<file path="config.mk">
export PLATFORM = sky130hd
export DESIGN_NAME = ram_arbiter
export DESIGN_NICKNAME = d
export VERILOG_FILES = /design/src/rtl/ram_arbiter.sv
export SDC_FILE = /design/constraint.sdc
export NUM_CORES = 1
export LEC_CHECK = 0
export ABC_AREA = 1
export CORE_AREA = 2 2 117 119
export DETAILED_ROUTE_END_ITERATION = 8
export DIE_AREA = 0 0 119 121
export DONT_BUFFER_PORTS = 1
export REMOVE_ABC_BUFFERS = 1
export SLEW_MARGIN = 10
export SYNTH_ARGS = -nofsm -noshare
export SYNTH_HDL_FRONTEND = slang
export SYNTH_SLANG_ARGS = --single-unit
</file>
<file path="constraint.sdc">
create_clock -name clk -period 3.15 [get_ports clk]
set_clock_uncertainty 0.05 [all_clocks]
set_input_delay 0.63 -clock clk [delete_from_list [all_inputs] [get_ports clk]]
set_output_delay 0.63 -clock clk [all_outputs]
set_load 0.01 [all_outputs]
</file>
<file path="src/rtl/ram_arbiter.sv">
// Two-master arbiter in front of a single-port data RAM with async read data.
// Define RAM_ARBITER_ROUND_ROBIN_EN for round-robin arbitration; otherwise m0 has fixed priority.
module ram_arbiter (
  input  logic        clk,
  input  logic        reset,
  input  logic        m0_req,
  input  logic        m0_we,
  input  logic [31:0] m0_addr,
  input  logic [31:0] m0_wdata,
  output logic        m0_gnt,
  output logic        m0_rvalid,
  output logic [31:0] m0_rdata,
  input  logic        m1_req,
  input  logic        m1_we,
  input  logic [31:0] m1_addr,
  input  logic [31:0] m1_wdata,
  output logic        m1_gnt,
  output logic        m1_rvalid,
  output logic [31:0] m1_rdata,
  output logic [31:0] ram_addr,
  output logic [31:0] ram_din,
  output logic        ram_we,
  input  logic [31:0] ram_dout
);

  typedef enum logic {IDLE, ACCESS} state_t;

  state_t      state;
  logic        acc_we;
  logic        acc_id;
  logic [31:0] acc_addr;
  logic [31:0] acc_wdata;
  logic        pick1;
  logic        grant;

`ifdef RAM_ARBITER_ROUND_ROBIN_EN
  logic last_id;

  // On a tie, m1 wins only when m0 was the last port granted.
  assign pick1 = m1_req & (~m0_req | ~last_id);

  always_ff @(posedge clk or negedge reset) begin
    if (!reset) begin
      last_id <= 1'b1;
    end else if (grant) begin
      last_id <= pick1;
    end
  end
`else
  assign pick1 = m1_req & ~m0_req;
`endif

  // NOTE: gnt is combinational, so it is gated by reset to stay low while reset is held.
  assign grant  = reset & (state == IDLE) & (m0_req | m1_req);
  assign m0_gnt = grant & ~pick1;
  assign m1_gnt = grant & pick1;

  assign ram_addr = acc_addr;
  assign ram_din  = acc_wdata;
  assign ram_we   = (state == ACCESS) & acc_we;

  // NOTE: sequential state uses non-blocking assignments so all registers update from pre-edge values.
  always_ff @(posedge clk or negedge reset) begin
    if (!reset) begin
      state     <= IDLE;
      acc_we    <= 1'b0;
      acc_id    <= 1'b0;
      acc_addr  <= '0;
      acc_wdata <= '0;
      m0_rvalid <= 1'b0;
      m1_rvalid <= 1'b0;
      m0_rdata  <= '0;
      m1_rdata  <= '0;
    end else begin
      m0_rvalid <= 1'b0;
      m1_rvalid <= 1'b0;
      case (state)
        IDLE: begin
          if (grant) begin
            acc_id    <= pick1;
            acc_we    <= pick1 ? m1_we    : m0_we;
            acc_addr  <= pick1 ? m1_addr  : m0_addr;
            acc_wdata <= pick1 ? m1_wdata : m0_wdata;
            state     <= ACCESS;
          end
        end
        ACCESS: begin
          if (!acc_we) begin
            if (acc_id) begin
              m1_rvalid <= 1'b1;
              m1_rdata  <= ram_dout;
            end else begin
              m0_rvalid <= 1'b1;
              m0_rdata  <= ram_dout;
            end
          end
          state <= IDLE;
        end
        default: state <= IDLE;
      endcase
    end
  end

endmodule

</file>
* Word level (Yosys, flattened, before mapping) *
Cells that the tools add are included.

cells by class
  muxes and demuxes = 11
  reduce and logical (&&, ||, !) cells = 3
  bitwise gates (word level) = 12

operator list
  operator           count
  $mux W32           2
  $mux W1            8
  $and A1 B1 Y1      6
  $reduce_and A3 Y1  2
  $not A1 Y1         5
  $pmux W1 S2        1
  $reduce_and A2 Y1  1
  $or A1 B1 Y1       1

storage, ports and cells
  output and inout port bits = 133
  word-level logic and storage cells = 35
  register bits after elaboration = 133
  input port bits = 166

* Depth between registers and ports, before layout *
  word-level depth = 5
  gate-level depth with buffers = 8
  depth with buffers taken out = 6

* Least setup slack after synthesis *
OpenSTA, ideal clock, no wires.

  path type = input to output
  from = input m0_req
  to = output m1_gnt
  buffers on the path = 1
  setup slack = 1344 ps
  arrival time = 1126 ps
  required time = 2470 ps
  stages = 4
  cells stage by stage = inv_2 > nand2_1 > clkbuf_1 > nor2_1

between the ends
  longest elaborated chain between the ends = 3
  elaborated cells on any way between the ends = 5
  classes of those cells = bitwise: 5

ends and longest elaborated chain
  what                                               line    source
  from (decl)                                        6       input logic m0_req,
  $or A1 B1 Y1 / $not A1 Y1 (equally long branches)  54, 50
  $and A1 B1 Y1 (on tied branches)                   54, 50
  $and A1 B1 Y1 (*)                                  56      assign m1_gnt = grant & pick1;
  to (decl)                                          17      output logic m1_gnt,

Mark *: on every way between the ends. The rest lies on a longest branch, timed or not.

* Worst setup path after layout *
  from = register state
  to = output m0_gnt

between the ends
  longest elaborated chain between the ends = 4

ends and longest elaborated chain
  what                         line  source
  from (decl)                  28    state_t state;
  from (signal assigned)       65    state <= IDLE;
  from (signal assigned)       84    state <= ACCESS;
  from (signal assigned)       97    state <= IDLE;
  $not A1 Y1 (no source line)  -
  $and A1 B1 Y1 (2 in a row)   54    assign grant = reset & (state == IDLE) & (m0_req | m1_req);
  $and A1 B1 Y1                55    assign m0_gnt = grant & ~pick1;
  to (decl)                    10    output logic m0_gnt,

No other way between the ends.

==> summary.md <==
| Metric | Value |
|---|---|
| Status | finished with violations |
| Failing checks | hold timing |
| Crit. End Element | output port |
| WL final | 14400 um |
| Layout net count | 896 |
| Least-Margin Pin Slew | approximately 0.69 ns |
| CP arrival | 1.37 ns |
| Synth Area in XOR/XNOR | 0 |
| Area grow syn2layout | 11.2% |
| Post-layout power | between 5 and 6 mW |
| Port Buffers | 0 |
| Antenna Cells | 0 |
| Root Driver | clkbuf_16 |
| Vias/cell | 5.13 |
| Post-CTS setup buffers | 0 |
| Row count | 42 |
| Synth Warn # | 0 |
| Io pins | 299 |
| Top post-synthesis cells by area | dfrtp_1 56%, nand2_1 25%, nand3_1 5.7%, o21ai_0 5.4%, inv_1 2.5% |
| Min Hold Slack | -0.134 ns |
| Post-synthesis register bit count | 133 |
| Share of cells above drive strength 1 | 0.0565 |
| CTS tree | yes |
| DR vias | 4710 |
| Drt pass-1 iters | 5 |
| Post_cts resized | 0 |
| Clock buffer depth | 2 |
| FF-to-FF path depth | 6 |
| Final hold vios | 133 |
| Initial antenna violation count | 0 |
| Post-Synth Adder-Cell Area | 0 |
| GRT met2 Usage | 0.326 |
| Latest clock arrival within the worst-skew pair | 0.41 ns |
| Hold Path Class | in -> async |
| Starting DRT DRC Count | 374 |
| Die width | 119 um |
| R2r endpoint | ram_addr[18]$_DFFE_PN0P_ |
| Critical path, cell by cell | inv_1 > nand2_1 > nor2_1 |
| Critical Path Max Stage Delay | around 0.43 ns |
| Post-Syn Area | 5900 sq um |
| Wire per inst | 15.7 um |
| Grt peak-use layer | met2 |
| Grt ovf | 0 |
| Die area | 14400 sq um |
| Mux cell area share after synthesis | 0 |
| Synth Area in Compound Gates | 0.0551 |
| Post-synth top area cell | dfrtp_1 |
| Crit path kind | reg -> out |
| Post-synthesis simple-gate area fraction | 0.311 |
| Reg2reg start | state$_DFF_PN0_ |
| Relative slew margins | 0.542 |
| Worst path required time | 2.47 ns |
| Die Height | 121 um |
| H-tree levels | 4 |
| R2r setup slk | between 1 and 1.5 ns |
| Layout Cells excl Fill | 919 |
| Sequential share of the synthesized area | 0.564 |
| # setup viols final | 0 |
| Syn_area_per_cell | 7.83 sq um |
| Final HPWL DP | 9960 um |
| Core Region | 13100 sq um |
| Yosys top cell area share | 0.564 |
| CTS Buf Count | 17 |
| Clock-pin slew on the worst setup and hold paths | 0.05 ns |
| Pwr dens | 832 nW/um^2 |
| Slew Limit Fails | 0 |
| Vias in the first global route | between 4000 and 5000 |
| First-pass GRT wire length | about 23000 um |
| CP max-delay cell | dfrtp_1 |
| IR drop worst, VDD | 0.341 mV |
| Initial core utilization | 0.451 |
| Yosys cell types | 12 |
| Fmax | 489 MHz |
| Worst Path Max Fanout | 5 |
| Unrepaired setup endpoints after global routing | no |
| Dpl cells | 887 |
| Total track usage | 0.207 |
| Met3 Usage GRT | 0.0606 |
| Largest family of logic cells by synthesized area | simple AND/OR/NAND/NOR gates |
| Max-Cap Viols | 0 |
| Placer Congestion | 0.801 |
| Final critical-path share of the clock period | 0.650 |
| Clock Sinks | roughly 130 |
| GR Layer Usage met1 | 0.255 |
| Cells after synthesis | 754 |
| Tmin final | 2.05 ns |
| Static Leak | 3.61 nW |
| Largest net degree at the start of global routing | about 140 |
| Worst setup SP type | flop |
| Post-route ant nets | 0 |
| Remaining DRCs | 0 |
## worst max path at each step
stage,from,to,slack (ns),depth (start not counted)
3_3_place_gp,m0_req,ram_addr[15]$_DFFE_PN0P_,1.35,7
3_5_place_dp,reset,ram_din[20]$_DFFE_PN0P_,1.29,5
5_1_grt,state$_DFF_PN0_,m0_gnt,0.95,3
6_report,state$_DFF_PN0_,m0_gnt,1.10,3
2_1_floorplan,m0_req,m1_gnt,-0.17,3
4_1_cts,state$_DFF_PN0_,m0_gnt,1.06,3
## logic make-up after synthesis
kind of cell           count (synthesis)
AND/OR/NAND/NOR                      466
buffers and inverters                 90
flip-flops                           133
AO/OA/AOI/OAI                         65
## state kept, by name, summed over array words and instances (netlist names)
signal	count
acc_we	1
m0_rvalid	1
acc_id	1
m1_rvalid	1
m1_rdata	32
ram_din	32
state	1
m0_rdata	32
ram_addr	32
## stage by stage
stage	utilization	setup TNS, ns	instance area (sq um)	setup slack (ns)
2_1_floorplan	-	-0.167	5640	-0.167
3_3_place_gp	0.453	0	5930	1.35
3_5_place_dp	0.453	0	5930	1.29
4_1_cts	0.502	0	6560	1.06
5_1_grt	0.502	0	6560	0.954
6_report	0.502	0	6560	1.10
## layer usage
metal / vias to the layer above / part of all wire
met5: - / 0
met1: 2163 / 0.40
met3: 48 / 0.076
li1: 2277 / -
met2: 222 / 0.48
met4: 0 / 0.042
## cell type report
cell class / instances / area (sq um)
tap: 176 / 220
clock buffer: 21 / 460
multi-input combinational: 531 / 2180
clock inverter: 11 / 174
timing repair buffer: 6 / 45.0
inverter: 41 / 154
sequential: 133 / 3330
fill: 1282 / 6520
## cell usage after synthesis
master / instances
inv_1: 40
o21ai_0: 64
a21oi_1: 1
nand2_1: 394
inv_2: 1
nand3_1: 67
buf_2: 28
buf_6: 4
nor2_1: 5
dfrtp_1: 133
clkbuf_1: 14
buf_4: 3
## power by group
group	leakage, nW	total, mW	switching [mW]	internal, mW
Combinational	1.67	0.589	0.353	0.236
Clock	0.300	2.08	0.711	1.37
Sequential	1.64	2.79	0.611	2.18
Total	3.61	5.46	1.67	3.78
## cell usage in the layout (no fill, tap or decap)
master	n
nand2_1	392
dfrtp_1	133
nand3_1	65
o21ai_0	64
inv_1	40
clkbuf_16	17
buf_4	6
nor2_1	4
bufinv_16	4
clkinvlp_4	3
nand2_2	2
nand3_2	2
clkbuf_1	2
clkbuf_8	2
clkinv_4	2
inv_2	1
nor2_4	1
a21oi_1	1
clkinv_2	1
inv_6	1
## worst max-delay path, delay by kind of cell (launching register included)
kind / cells / cell delay, ns
buf+inv: 1 / 0.07
flops: 1 / 0.43
simple gates: 2 / 0.45
Note: power is estimated with default switching activity, not from simulation.
